File: src/rtl/mem_controller_rr.sv
// Multi-channel memory controller: round-robin grant of consumer requests to free channels,
// valid/ready forwarding to memory, optional per-channel timeout and read-only write refusal.
module mem_controller_rr #(
  parameter int ADDR_BITS      = 8,
  parameter int DATA_BITS      = 16,
  parameter int NUM_CONSUMERS  = 4,
  parameter int NUM_CHANNELS   = 2,
  parameter bit WRITE_ENABLE   = 1'b1,
  parameter int TIMEOUT_CYCLES = 0
) (
  input  logic                               clk,
  input  logic                               reset,
  input  logic [NUM_CONSUMERS-1:0]           i_consumer_read_valid,
  input  logic [NUM_CONSUMERS*ADDR_BITS-1:0] i_consumer_read_address,
  output logic [NUM_CONSUMERS-1:0]           o_consumer_read_ready,
  output logic [NUM_CONSUMERS*DATA_BITS-1:0] o_consumer_read_data,
  input  logic [NUM_CONSUMERS-1:0]           i_consumer_write_valid,
  input  logic [NUM_CONSUMERS*ADDR_BITS-1:0] i_consumer_write_address,
  input  logic [NUM_CONSUMERS*DATA_BITS-1:0] i_consumer_write_data,
  output logic [NUM_CONSUMERS-1:0]           o_consumer_write_ready,
  output logic [NUM_CONSUMERS-1:0]           o_consumer_error,
  output logic [NUM_CHANNELS-1:0]            o_mem_read_valid,
  output logic [NUM_CHANNELS*ADDR_BITS-1:0]  o_mem_read_address,
  input  logic [NUM_CHANNELS-1:0]            i_mem_read_ready,
  input  logic [NUM_CHANNELS*DATA_BITS-1:0]  i_mem_read_data,
  output logic [NUM_CHANNELS-1:0]            o_mem_write_valid,
  output logic [NUM_CHANNELS*ADDR_BITS-1:0]  o_mem_write_address,
  output logic [NUM_CHANNELS*DATA_BITS-1:0]  o_mem_write_data,
  input  logic [NUM_CHANNELS-1:0]            i_mem_write_ready,
  output logic [NUM_CHANNELS-1:0]            o_channel_busy
);

  localparam int CW = (NUM_CONSUMERS > 1) ? $clog2(NUM_CONSUMERS) : 1;
  localparam int TW = (TIMEOUT_CYCLES > 0) ? $clog2(TIMEOUT_CYCLES + 1) : 1;
  localparam logic [TW-1:0] TIMER_LOAD    = TW'(TIMEOUT_CYCLES);
  localparam logic [CW-1:0] LAST_CONSUMER = CW'(NUM_CONSUMERS - 1);

  // IDLE: free | READ_WAIT/WRITE_WAIT: memory handshake | RELAY: holding response to consumer
  typedef enum logic [1:0] {S_IDLE, S_READ_WAIT, S_WRITE_WAIT, S_RELAY} state_t;

  state_t                             r_state [NUM_CHANNELS];
  logic [CW-1:0]                      r_owner [NUM_CHANNELS];
  logic [TW-1:0]                      r_timer [NUM_CHANNELS];
  logic [NUM_CHANNELS-1:0]            r_is_write;
  logic [CW-1:0]                      r_rr_ptr;
  logic [NUM_CONSUMERS-1:0]           r_read_ready, r_write_ready, r_error;
  logic [NUM_CONSUMERS*DATA_BITS-1:0] r_read_data;
  logic [NUM_CHANNELS-1:0]            r_mem_read_valid, r_mem_write_valid, r_busy;
  logic [NUM_CHANNELS*ADDR_BITS-1:0]  r_mem_read_address, r_mem_write_address;
  logic [NUM_CHANNELS*DATA_BITS-1:0]  r_mem_write_data;

  logic [NUM_CONSUMERS-1:0] w_request, w_claimed, w_taken;
  logic [NUM_CHANNELS-1:0]  w_grant;
  logic [CW-1:0]            w_grant_idx [NUM_CHANNELS];
  logic [CW-1:0]            w_scan;
  logic [CW-1:0]            w_rr_next;

  assign w_request = i_consumer_read_valid | i_consumer_write_valid;

  always_comb begin
    w_claimed = '0;
    for (int ch = 0; ch < NUM_CHANNELS; ch++)
      if (r_state[ch] != S_IDLE) w_claimed[r_owner[ch]] = 1'b1;
  end

  // Later channels see earlier channels' picks through w_taken, so one cycle never double-grants.
  always_comb begin
    w_taken   = w_claimed;
    w_grant   = '0;
    w_scan    = '0;
    w_rr_next = r_rr_ptr;
    for (int ch = 0; ch < NUM_CHANNELS; ch++) begin
      w_grant_idx[ch] = '0;
      if (r_state[ch] == S_IDLE) begin
        for (int k = 0; k < NUM_CONSUMERS; k++) begin
          w_scan = CW'((int'(r_rr_ptr) + k) % NUM_CONSUMERS);
          if (!w_grant[ch] && w_request[w_scan] && !w_taken[w_scan]) begin
            w_grant[ch]     = 1'b1;
            w_grant_idx[ch] = w_scan;
          end
        end
      end
      if (w_grant[ch]) begin
        w_taken[w_grant_idx[ch]] = 1'b1;
        w_rr_next = (w_grant_idx[ch] == LAST_CONSUMER) ? '0 : w_grant_idx[ch] + CW'(1);
      end
    end
  end

  always_ff @(posedge clk) begin
    if (reset) begin
      r_rr_ptr            <= '0;
      r_is_write          <= '0;
      r_read_ready        <= '0;
      r_write_ready       <= '0;
      r_error             <= '0;
      r_read_data         <= '0;
      r_mem_read_valid    <= '0;
      r_mem_read_address  <= '0;
      r_mem_write_valid   <= '0;
      r_mem_write_address <= '0;
      r_mem_write_data    <= '0;
      r_busy              <= '0;
      for (int ch = 0; ch < NUM_CHANNELS; ch++) begin
        r_state[ch] <= S_IDLE;
        r_owner[ch] <= '0;
        r_timer[ch] <= '0;
      end
    end else begin
      r_rr_ptr <= w_rr_next;
      for (int ch = 0; ch < NUM_CHANNELS; ch++) begin
        case (r_state[ch])
          S_IDLE: begin
            if (w_grant[ch]) begin
              r_owner[ch] <= w_grant_idx[ch];
              r_timer[ch] <= TIMER_LOAD;
              r_busy[ch]  <= 1'b1;
              if (i_consumer_read_valid[w_grant_idx[ch]]) begin
                r_is_write[ch]       <= 1'b0;
                r_mem_read_valid[ch] <= 1'b1;
                r_mem_read_address[ch*ADDR_BITS +: ADDR_BITS] <=
                  i_consumer_read_address[w_grant_idx[ch]*ADDR_BITS +: ADDR_BITS];
                r_state[ch] <= S_READ_WAIT;
              end else if (WRITE_ENABLE) begin
                r_is_write[ch]        <= 1'b1;
                r_mem_write_valid[ch] <= 1'b1;
                r_mem_write_address[ch*ADDR_BITS +: ADDR_BITS] <=
                  i_consumer_write_address[w_grant_idx[ch]*ADDR_BITS +: ADDR_BITS];
                r_mem_write_data[ch*DATA_BITS +: DATA_BITS] <=
                  i_consumer_write_data[w_grant_idx[ch]*DATA_BITS +: DATA_BITS];
                r_state[ch] <= S_WRITE_WAIT;
              end else begin
                r_is_write[ch]                 <= 1'b1;
                r_write_ready[w_grant_idx[ch]] <= 1'b1;
                r_error[w_grant_idx[ch]]       <= 1'b1;
                r_state[ch]                    <= S_RELAY;
              end
            end
          end
          S_READ_WAIT: begin
            if (i_mem_read_ready[ch]) begin
              r_mem_read_valid[ch]  <= 1'b0;
              r_read_data[r_owner[ch]*DATA_BITS +: DATA_BITS] <=
                i_mem_read_data[ch*DATA_BITS +: DATA_BITS];
              r_read_ready[r_owner[ch]] <= 1'b1;
              r_error[r_owner[ch]]      <= 1'b0;
              r_state[ch]               <= S_RELAY;
            end else if ((TIMEOUT_CYCLES > 0) && (r_timer[ch] == TW'(1))) begin
              r_mem_read_valid[ch] <= 1'b0;
              r_read_data[r_owner[ch]*DATA_BITS +: DATA_BITS] <= '0;
              r_read_ready[r_owner[ch]] <= 1'b1;
              r_error[r_owner[ch]]      <= 1'b1;
              r_state[ch]               <= S_RELAY;
            end else begin
              r_timer[ch] <= r_timer[ch] - TW'(1);
            end
          end
          S_WRITE_WAIT: begin
            if (i_mem_write_ready[ch]) begin
              r_mem_write_valid[ch]      <= 1'b0;
              r_write_ready[r_owner[ch]] <= 1'b1;
              r_error[r_owner[ch]]       <= 1'b0;
              r_state[ch]                <= S_RELAY;
            end else if ((TIMEOUT_CYCLES > 0) && (r_timer[ch] == TW'(1))) begin
              r_mem_write_valid[ch]      <= 1'b0;
              r_write_ready[r_owner[ch]] <= 1'b1;
              r_error[r_owner[ch]]       <= 1'b1;
              r_state[ch]                <= S_RELAY;
            end else begin
              r_timer[ch] <= r_timer[ch] - TW'(1);
            end
          end
          S_RELAY: begin
            if (r_is_write[ch] ? !i_consumer_write_valid[r_owner[ch]]
                               : !i_consumer_read_valid[r_owner[ch]]) begin
              r_read_ready[r_owner[ch]]  <= 1'b0;
              r_write_ready[r_owner[ch]] <= 1'b0;
              r_error[r_owner[ch]]       <= 1'b0;
              r_busy[ch]                 <= 1'b0;
              r_state[ch]                <= S_IDLE;
            end
          end
          default: r_state[ch] <= S_IDLE;
        endcase
      end
    end
  end

  assign o_consumer_read_ready  = r_read_ready;
  assign o_consumer_read_data   = r_read_data;
  assign o_consumer_write_ready = r_write_ready;
  assign o_consumer_error       = r_error;
  assign o_mem_read_valid       = r_mem_read_valid;
  assign o_mem_read_address     = r_mem_read_address;
  assign o_mem_write_valid      = r_mem_write_valid;
  assign o_mem_write_address    = r_mem_write_address;
  assign o_mem_write_data       = r_mem_write_data;
  assign o_channel_busy         = r_busy;

endmodule

File: config.mk
export PLATFORM = sky130hd
export DESIGN_NAME = mem_controller_rr
export DESIGN_NICKNAME = d
export VERILOG_FILES = /design/src/rtl/mem_controller_rr.sv
export SDC_FILE = /design/constraint.sdc
export NUM_CORES = 1
export LEC_CHECK = 0
export CAP_MARGIN = 25
export CORE_MARGIN = 1
export CORE_UTILIZATION = 46
export DETAILED_ROUTE_END_ITERATION = 10
export PLACE_DENSITY = 0.93
export SLEW_MARGIN = 20
export SYNTH_ARGS = -nofsm -noshare
export SYNTH_HDL_FRONTEND = slang
export SYNTH_SLANG_ARGS = --single-unit
File: constraint.sdc
create_clock -name clk -period 8.3 [get_ports clk]
set_clock_uncertainty 0.05 [all_clocks]
set_input_delay 1.66 -clock clk [delete_from_list [all_inputs] [get_ports clk]]
set_output_delay 1.66 -clock clk [all_outputs]
set_load 0.03 [all_outputs]
After elaboration in Yosys (flattened, before gate mapping) --
Memory sizes are Yosys's and may differ from the RTL's. Cells that the tools add are included.
Storage, ports and cells: flip-flop bits (word level) 150, bits in latches 0, RAM bits 8, memory bits (read-only) 0, output and inout bits 146, memories 2
Operators by class: add/subtract/negate cells 7, multiply operators 0, divide/modulo/power cells 0, order comparisons 11, eq/ne operators 20, shift-type cells 10, mux-type cells 195, bitwise logic cells 29, reductions and logical operators 58
Memories:
- r_owner | depth 2, bits a word 2, rd ports 2, clocked after memory_dff 0, write ports 2, RTL line 42 | logic [CW-1:0] r_owner [NUM_CHANNELS];
- r_state | depth 2, bits a word 2, rd ports 2, clocked after memory_dff 0, write ports 2, RTL line 41 | state_t r_state [NUM_CHANNELS];
Operators with widths (number):
- $mux 64 | 5
- $bwmux 64 | 2
- $shift 16x34->64 const A | 2
- $shiftx 16x34->64 | 2
- $shiftx 32x6->8 | 4
- $shiftx 64x7->16 | 2
- $mux 1 | 109
- $mux 4 | 20
- $neg 6->34 | 2
- $mux 2 | 26
- $bmux 1 s2 | 18
- $pmux 4 s2 | 4
- $pmux 4 s4 | 2
- $or 4x4->4 | 7
- $and 4x4->4 | 6
- $lt 2x3->1 const B | 8
- $ne 2x2->1 const B | 10
- $logic_not 1->1 | 18
- $reduce_and 3->1 | 6
- $reduce_bool 2->1 | 9
- $logic_and 1x1->1 | 17
- $reduce_and 4->1 | 4
- $eq 2x2->1 const B | 6
- $or 1x1->1 | 12
- other kinds (11) | 29

Logic depth before layout (Yosys ltp) --
Gate-level depths: netlist (run 1).
depth in word-level cells 67, mapped depth 26, depth with buffers taken out 22

Worst setup path before layout (run 1) --
Ideal clock, no wire load.
path type input-to-reg, start in i_consumer_read_valid[3], end mem r_state[1][0] (netlist bit), data pin, arrival 5.976 ns, data required time 7.980 ns, slack 2.004 ns, cell stages on the path 19, buffers on the path 4, path through nor2_1 > a211o_1 > o22ai_1 > a311o_1 > o21ai_1 > clkbuf_1 > clkbuf_1 > buf_2 > ha_1 > nor3b_1 > nor4_1 > a221oi_1 > a311oi_2 > nor3_4 > mux2i_1 > a22o_1 > buf_2 > a311o_1 > a21oi_1
RTL lines:
- start, declared | RTL line 13 | input logic [NUM_CONSUMERS-1:0] i_consumer_read_valid,
- end, declared | RTL line 41

==> flow_metrics.env, run 1 <==
export IMPL_postCtsResizedCells=0
export IMPL_min_path_type="reg -> reg"
export IMPL_power_density_nw_per_um2=406
export IMPL_rows=51
export IMPL_synth_area_per_cell_sq_um=7.77
export IMPL_p_leak_nw=4.78
export IMPL_io_buffers=319
export IMPL_gp_congestion=0.939
export IMPL_vias=10800
export IMPL_cts_clk_slew_worst_paths_ns=0.07
export IMPL_ys_types=61
export IMPL_synth_seq_cells=158
export IMPL_cts_setup_buffers=0
export IMPL_ys_flop_type="dfxtp_1"
export IMPL_endpoint_kind="flip-flop"
export IMPL_syn_inst=1197
export IMPL_status="finished clean"
export IMPL_synth_edf_count=8
export IMPL_synthArstFlopShare=0
export IMPL_worstHoldPathCells=2
export IMPL_hold_viol=0
export IMPL_fin_crit_sh=0.840
export IMPL_drv_slew=0
export IMPL_routed_wl_um=36300
export IMPL_tns_ns=0
export IMPL_num_antenna_cells=0
export IMPL_worstPathCellList="clkdlybuf4s50_1, nor2_1, a211o_1, nor2_1, a221oi_1, and3_1, o21ai_4, inv_2, ha_1, nor3b_1, a2111oi_2, nand2_1, a2bb2oi_1, a221oi_1, a311oi_2, nor3_4, mux2i_1, o22a_1, a2111oi_2"
export IMPL_rr_worst_depth=20
export IMPL_clock_latency_ns=0.43
export IMPL_startpoint_type="primary input"
export IMPL_ys_seq_area_frac=0.349
export IMPL_holdPathEnd="o_mem_write_data[1]"
export IMPL_worstPathArrival_ns=7.07
export IMPL_die_y_um=144
export IMPL_syn_cell_area_sq_um=9300
export IMPL_cp_required_ns=8.39
export IMPL_fillers=1617
export IMPL_dieArea_sq_um=20800
export IMPL_worstPathMaxFanout=18
export IMPL_setup_viol=0
export IMPL_cp_slowest_cell="a2111oi_2"
export IMPL_worst_pin_slew_ns=0.893
export IMPL_drive_above_1_share=0.0691
export IMPL_gr_usage_all_layers=0.347
export IMPL_route_detailed_drc=0
export IMPL_cts_buffers_inserted=17
export IMPL_cts_sinks=158
export IMPL_min_delay_start="o_mem_write_data[1]"
export IMPL_cts_path_max_buffers=2
export IMPL_antenna_found_initial=0
export IMPL_worstSetupPathType="in -> reg"
export IMPL_die_w_um=144
export IMPL_start_util=0.473
export IMPL_cpPeakStageDelay_ns=0.77
export IMPL_cts_hold_fix_buffers=0
export IMPL_coreArea_sq_um=19700
export IMPL_drtPass1Iterations=6
export IMPL_area_growth_pct=41.9
export IMPL_grt_pass1_wl_um=55400
export IMPL_grt_max_degree=83
export IMPL_cts_tree="yes"
export IMPL_hpwlAfterDp_um=25100
export IMPL_vias_per_cell=6.23
export IMPL_timing_max_cap_violations=0
export IMPL_finalCriticalPeriod_ns=6.97
export IMPL_fin_util=0.672
export IMPL_ys_warn_count=0
export IMPL_nets=1640
export IMPL_relSlewSlack=0.405
export IMPL_ant_nets=0
export IMPL_grt_pass1_vias=10100
export IMPL_ios=320
export IMPL_rr_startpoint="r_owner[0][2]"
export IMPL_fmax_mhz=143
export IMPL_gr_total_overflow=0
export IMPL_synthesis_nets=1388
export IMPL_drtIter0Drc=1217
export IMPL_rsz0062_at_grt="no"
export IMPL_r2r_end="r_state[0][0]"
export IMPL_wl_per_cell_um=21.0
export IMPL_r2r_setup_slack_ns=1.49
export IMPL_ir_drop_mv=0.240
export IMPL_htree_levels=4
export IMPL_clock_root_buffer="clkbuf_16"
==> cell usage in the layout (no fill, tap or decap), types with 8 or more instances in the layout <==
cell / instances
nand2_1: 257
mux2i_1: 24
buf_4: 13
and2_1: 23
ha_1: 17
mux4_2: 28
clkbuf_16: 17
a22oi_1: 32
o21ai_0: 11
inv_1: 8
nor2_1: 137
a31oi_1: 19
dfxtp_1: 150
clkdlybuf4s50_1: 318
a21oi_1: 157
nand2b_1: 8
a211o_1: 11
nor3_1: 10
nand3_1: 36
a221oi_1: 12
a311o_1: 26
a211oi_1: 22
and3_1: 31
edfxtp_1: 8
==> critical path, delay by kind of cell <==
family                   cells  cell delay, ns
AO/OA/AOI/OAI                9            3.20
adder cells (fa/ha/maj)      1            0.21
buffers and inverters        2            0.69
multiplexers                 1            0.36
AND/OR/NAND/NOR              6            0.95
==> kinds of logic (layout without fill, tap and decap cells) <==
family,Yosys count,count (layout),share of synthesized area
AO/OA/AOI/OAI,329,329,0.236
adder cells (fa/ha/maj),17,17,0.0229
buffers and inverters,110,375,0.0492
flip-flops,158,158,0.349
multiplexers,53,53,0.0948
AND/OR/NAND/NOR,530,530,0.248
==> Yosys cell counts, types with 19 or more instances <==
master | count | area, sq um
a22oi_1 | 32 | 240
mux2i_1 | 24 | 240
a21oi_1 | 157 | 786
a31oi_1 | 19 | 119
nand3_1 | 36 | 180
a311o_1 | 26 | 260
dfxtp_1 | 150 | 3000
clkbuf_1 | 77 | 289
nand2_1 | 257 | 965
mux4_2 | 28 | 631
and3_1 | 31 | 194
and2_1 | 23 | 144
nor2_1 | 137 | 514
a211oi_1 | 22 | 165
==> routing by layer <==
metal | GRT usage | wire length (um)
met1 | 0.451 | 14000
met2 | 0.547 | 16900
met3 | 0.0762 | 3760
met4 | 0.167 | 1620
met5 | 0 | 0
==> registers in the layout, indices dropped and copies added (netlist names) <==
name                    count
o_mem_read_address         16
o_consumer_write_ready      4
o_channel_busy              2
o_consumer_error            4
o_mem_write_data           32
r_owner                     4
o_consumer_read_ready       4
o_mem_write_address        16
r_rr_ptr                    2
o_mem_write_valid           2
r_state                     4
r_is_write                  2
o_mem_read_valid            2
o_consumer_read_data       64
==> final cells by class <==
class / instances / area, sq um / area share
multi-input cells: 929 / 5650 / 0.428
repair buffers: 334 / 3340 / 0.253
flip-flops and latches: 158 / 3240 / 0.246
clock buffers: 17 / 425 / 0.0322
well taps: 265 / 332 / 0.0251
clock inverters: 15 / 184 / 0.0139
inverters: 9 / 33.8 / 0.00256
==> worst max-delay path by stage <==
| stage | from | slack, ns | endpoint | depth (start not counted) |
|---|---|---|---|---|
| after floorplan | i_consumer_read_valid[3] | 2.00 | r_state[1][0] | 19 |
| after global placement | i_consumer_read_valid[1] | 1.20 | r_state[0][0] | 19 |
| after detailed placement | i_consumer_read_valid[1] | 1.06 | r_state[0][0] | 19 |
| after CTS | i_consumer_read_valid[1] | 1.51 | r_state[0][0] | 19 |
| after global routing | i_consumer_read_valid[3] | 1.03 | r_state[0][0] | 19 |
| final | i_consumer_read_valid[3] | 1.33 | r_state[0][0] | 19 |
==> per-stage QoR <==
| stage | total power [mW] | hold WS, ns | area [sq um] | worst slack [ns] | cells |
|---|---|---|---|---|---|
| after floorplan | 3.43 | 0.400 | 9300 | 2.00 | 1197 |
| after global placement | 4.40 | 0.392 | 12600 | 1.20 | 1693 |
| after detailed placement | 4.47 | 0.396 | 12600 | 1.06 | 1694 |
| after CTS | 5.29 | 0.405 | 13200 | 1.51 | 1726 |
| after global routing | 5.66 | 0.427 | 13200 | 1.03 | 1727 |
| final | 5.37 | 0.404 | 13200 | 1.33 | 1727 |
==> report_power, final <==
group / internal (mW) / switching [mW]
combinational: 1.32 / 2.05
sequential: 0.994 / 0.193
clock: 0.411 / 0.393
total: 2.73 / 2.64
Power figures use the tool's default switching activity.
==> run 2, diff against run 1 <==
- clock period: 8.3 -> 6.5 ns (I/O delays scaled with it)
==> run 2 against run 1 <==
Against the previous run:
- first-iteration DRC count up 13%
- largest power group unchanged
- worst hold slack barely moved
- global-route usage is 0.38 points lower
- sequential share of layout area shrank 0.21 points
- count of clock-buffer cells in the layout is the same
- via count fell by 0.12%
- combinational power grew 28%
- routed wire length decreased by 1.2%
- sequential power is 28% higher
- critical endpoint is now o_mem_write_address[14]
==> flow_metrics.env, run 2 (synthesis results as in run 1) <==
export IMPL_io_buffers=319
export IMPL_crit_buf_inv=3
export IMPL_setup_slack_ns=0.374
export IMPL_ant_nets=0
export IMPL_drive_above_1_share=0.0792
export IMPL_path_delay_family="compound AO/OA/AOI/OAI gates"
export IMPL_worstSetupPathType="in -> reg"
export IMPL_worstPathMaxFanout=25
export IMPL_routed_wl_um=35900
export IMPL_finalCriticalPeriod_ns=6.13
export IMPL_register_area_sq_um=3240
export IMPL_nets=1655
export IMPL_startpoint_type="primary input"
export IMPL_worstPathCellList="clkdlybuf4s50_1, nor2_1, a211o_1, nor2_1, a221oi_2, a21o_1, a211o_1, a31oi_4, buf_4, ha_1, nor3b_1, a2111oi_2, nand2_1, a2bb2oi_1, a221oi_1, a311oi_2, nor3_4, mux2i_1, a22o_1, buf_4, nand2_1, a21oi_1"
export IMPL_drtIter0Drc=1375
export IMPL_route_detailed_drc=0
export IMPL_rsz0062_at_grt="no"
export IMPL_area_growth_pct=43.1
export IMPL_wl_per_cell_um=20.6
export IMPL_fin_crit_sh=0.942
export IMPL_setup_viol=0
export IMPL_clock_latency_ns=0.43
export IMPL_final_cell_mix="clkdlybuf4s50_1, nand2_1, a21oi_1"
export IMPL_ir_drop_mv=0.341
export IMPL_hold_worst_slack_ns=0.404
export IMPL_endpoint_kind="flip-flop"
export IMPL_grt_max_degree=65
export IMPL_die_y_um=144
export IMPL_rows=51
export IMPL_cts_clk_slew_worst_paths_ns=0.07
export IMPL_dieArea_sq_um=20800
export IMPL_num_antenna_cells=0
export IMPL_cp_required_ns=6.81
export IMPL_gr_total_overflow=0
export IMPL_pre_cts_ws_ns=0.0519
export IMPL_timing_max_cap_violations=0
export IMPL_drtPass1Iterations=6
export IMPL_cts_setup_buffers=0
export IMPL_fillers=1589
export IMPL_hold_viol=0
export IMPL_status="finished clean"
export IMPL_vias_per_cell=6.17
export IMPL_cpPeakStageDelay_ns=0.53
export IMPL_htree_levels=4
export IMPL_fin_cells=1742
export IMPL_coreArea_sq_um=19700
export IMPL_start_util=0.473
export IMPL_largest_reg_flops=64
export IMPL_clock_root_buffer="clkbuf_16"
export IMPL_cts_path_max_buffers=2
export IMPL_cp_slowest_cell="clkdlybuf4s50_1"
export IMPL_final_common_cell="clkdlybuf4s50_1"
export IMPL_worstPathArrival_ns=6.43
export IMPL_vias=10700
export IMPL_die_w_um=144
export IMPL_gr_usage_all_layers=0.344
export IMPL_ios=320
export IMPL_drv_slew=0
export IMPL_p_total_mw=6.84
export IMPL_relSlewSlack=0.433
export IMPL_dp_cells=1709
export IMPL_grt_pass1_wl_um=54800
export IMPL_place_area_sq_um=12700
export IMPL_p_leak_nw=4.84
export IMPL_fmax_mhz=163
export IMPL_cts_buffers_inserted=17
export IMPL_worst_pin_slew_ns=0.850
export IMPL_antenna_found_initial=0
export IMPL_gp_congestion=0.965
export IMPL_power_density_nw_per_um2=514
export IMPL_grt_pass1_vias=10000
export IMPL_multi_input_area_sq_um=5650
export IMPL_hpwlAfterDp_um=25300
export IMPL_stdcell_area_sq_um=13300
export IMPL_cts_sinks=158
export IMPL_cts_tree="yes"
export IMPL_tns_ns=0
export IMPL_min_path_type="reg -> reg"
export IMPL_fin_util=0.677
## run 2: cell types whose count changed in the layout (fill, tap and decap cells not counted), sizes merged
cell and delta:
buf +15, clkinv -3, clkinvlp +3
## run 2: worst min-delay path, delay by kind of cell (launching register included)
| family | cells | cell delay [ns] |
|---|---|---|
| AND/OR/NAND/NOR | 1 | 0.05 |
| flip-flops | 1 | 0.31 |
| AO/OA/AOI/OAI | 1 | 0.05 |
## run 2: metal layers
metal / wire length (um) / part of all wire / global-route usage / vias up
met5: 0 / 0 / 0 / -
met4: 1870 / 0.052 / 0.169 / 0
met3: 3670 / 0.10 / 0.0709 / 147
met2: 16300 / 0.46 / 0.545 / 744
met1: 14000 / 0.39 / 0.444 / 5024
li1: - / - / - / 4829
## run 2: worst paths after layout
path / startpoint / endpoint / slack (ns) / cells after the start
worst max register to register: r_owner[0][2] / o_mem_write_address[14] / 0.48 / 22
worst max-delay path: i_consumer_write_valid[3] / o_mem_write_address[14] / 0.37 / 22
worst min register to register: o_mem_write_address[9] / o_mem_write_address[9] / 0.40 / 2
worst min-delay path: o_mem_write_address[9] / o_mem_write_address[9] / 0.40 / 2
## run 2: power breakdown
group          total [mW]  switching [mW]  internal, mW
registers            1.52           0.246          1.27
clock network       0.993           0.481         0.511
logic                4.34            2.59          1.75
## run 2: repair_timing
item                                    CTS  global route
endpoints found under the setup margin    0             9
gates resized for setup                   0             1
hold buffers                              0             0
## run 2: layout make-up
class                      count  share of cell area
inverter                       9             0.00254
clock inverter                15              0.0114
tap                          265              0.0249
timing repair buffer         349               0.261
sequential                   158               0.244
clock buffer                  17              0.0319
multi-input combinational    929               0.425
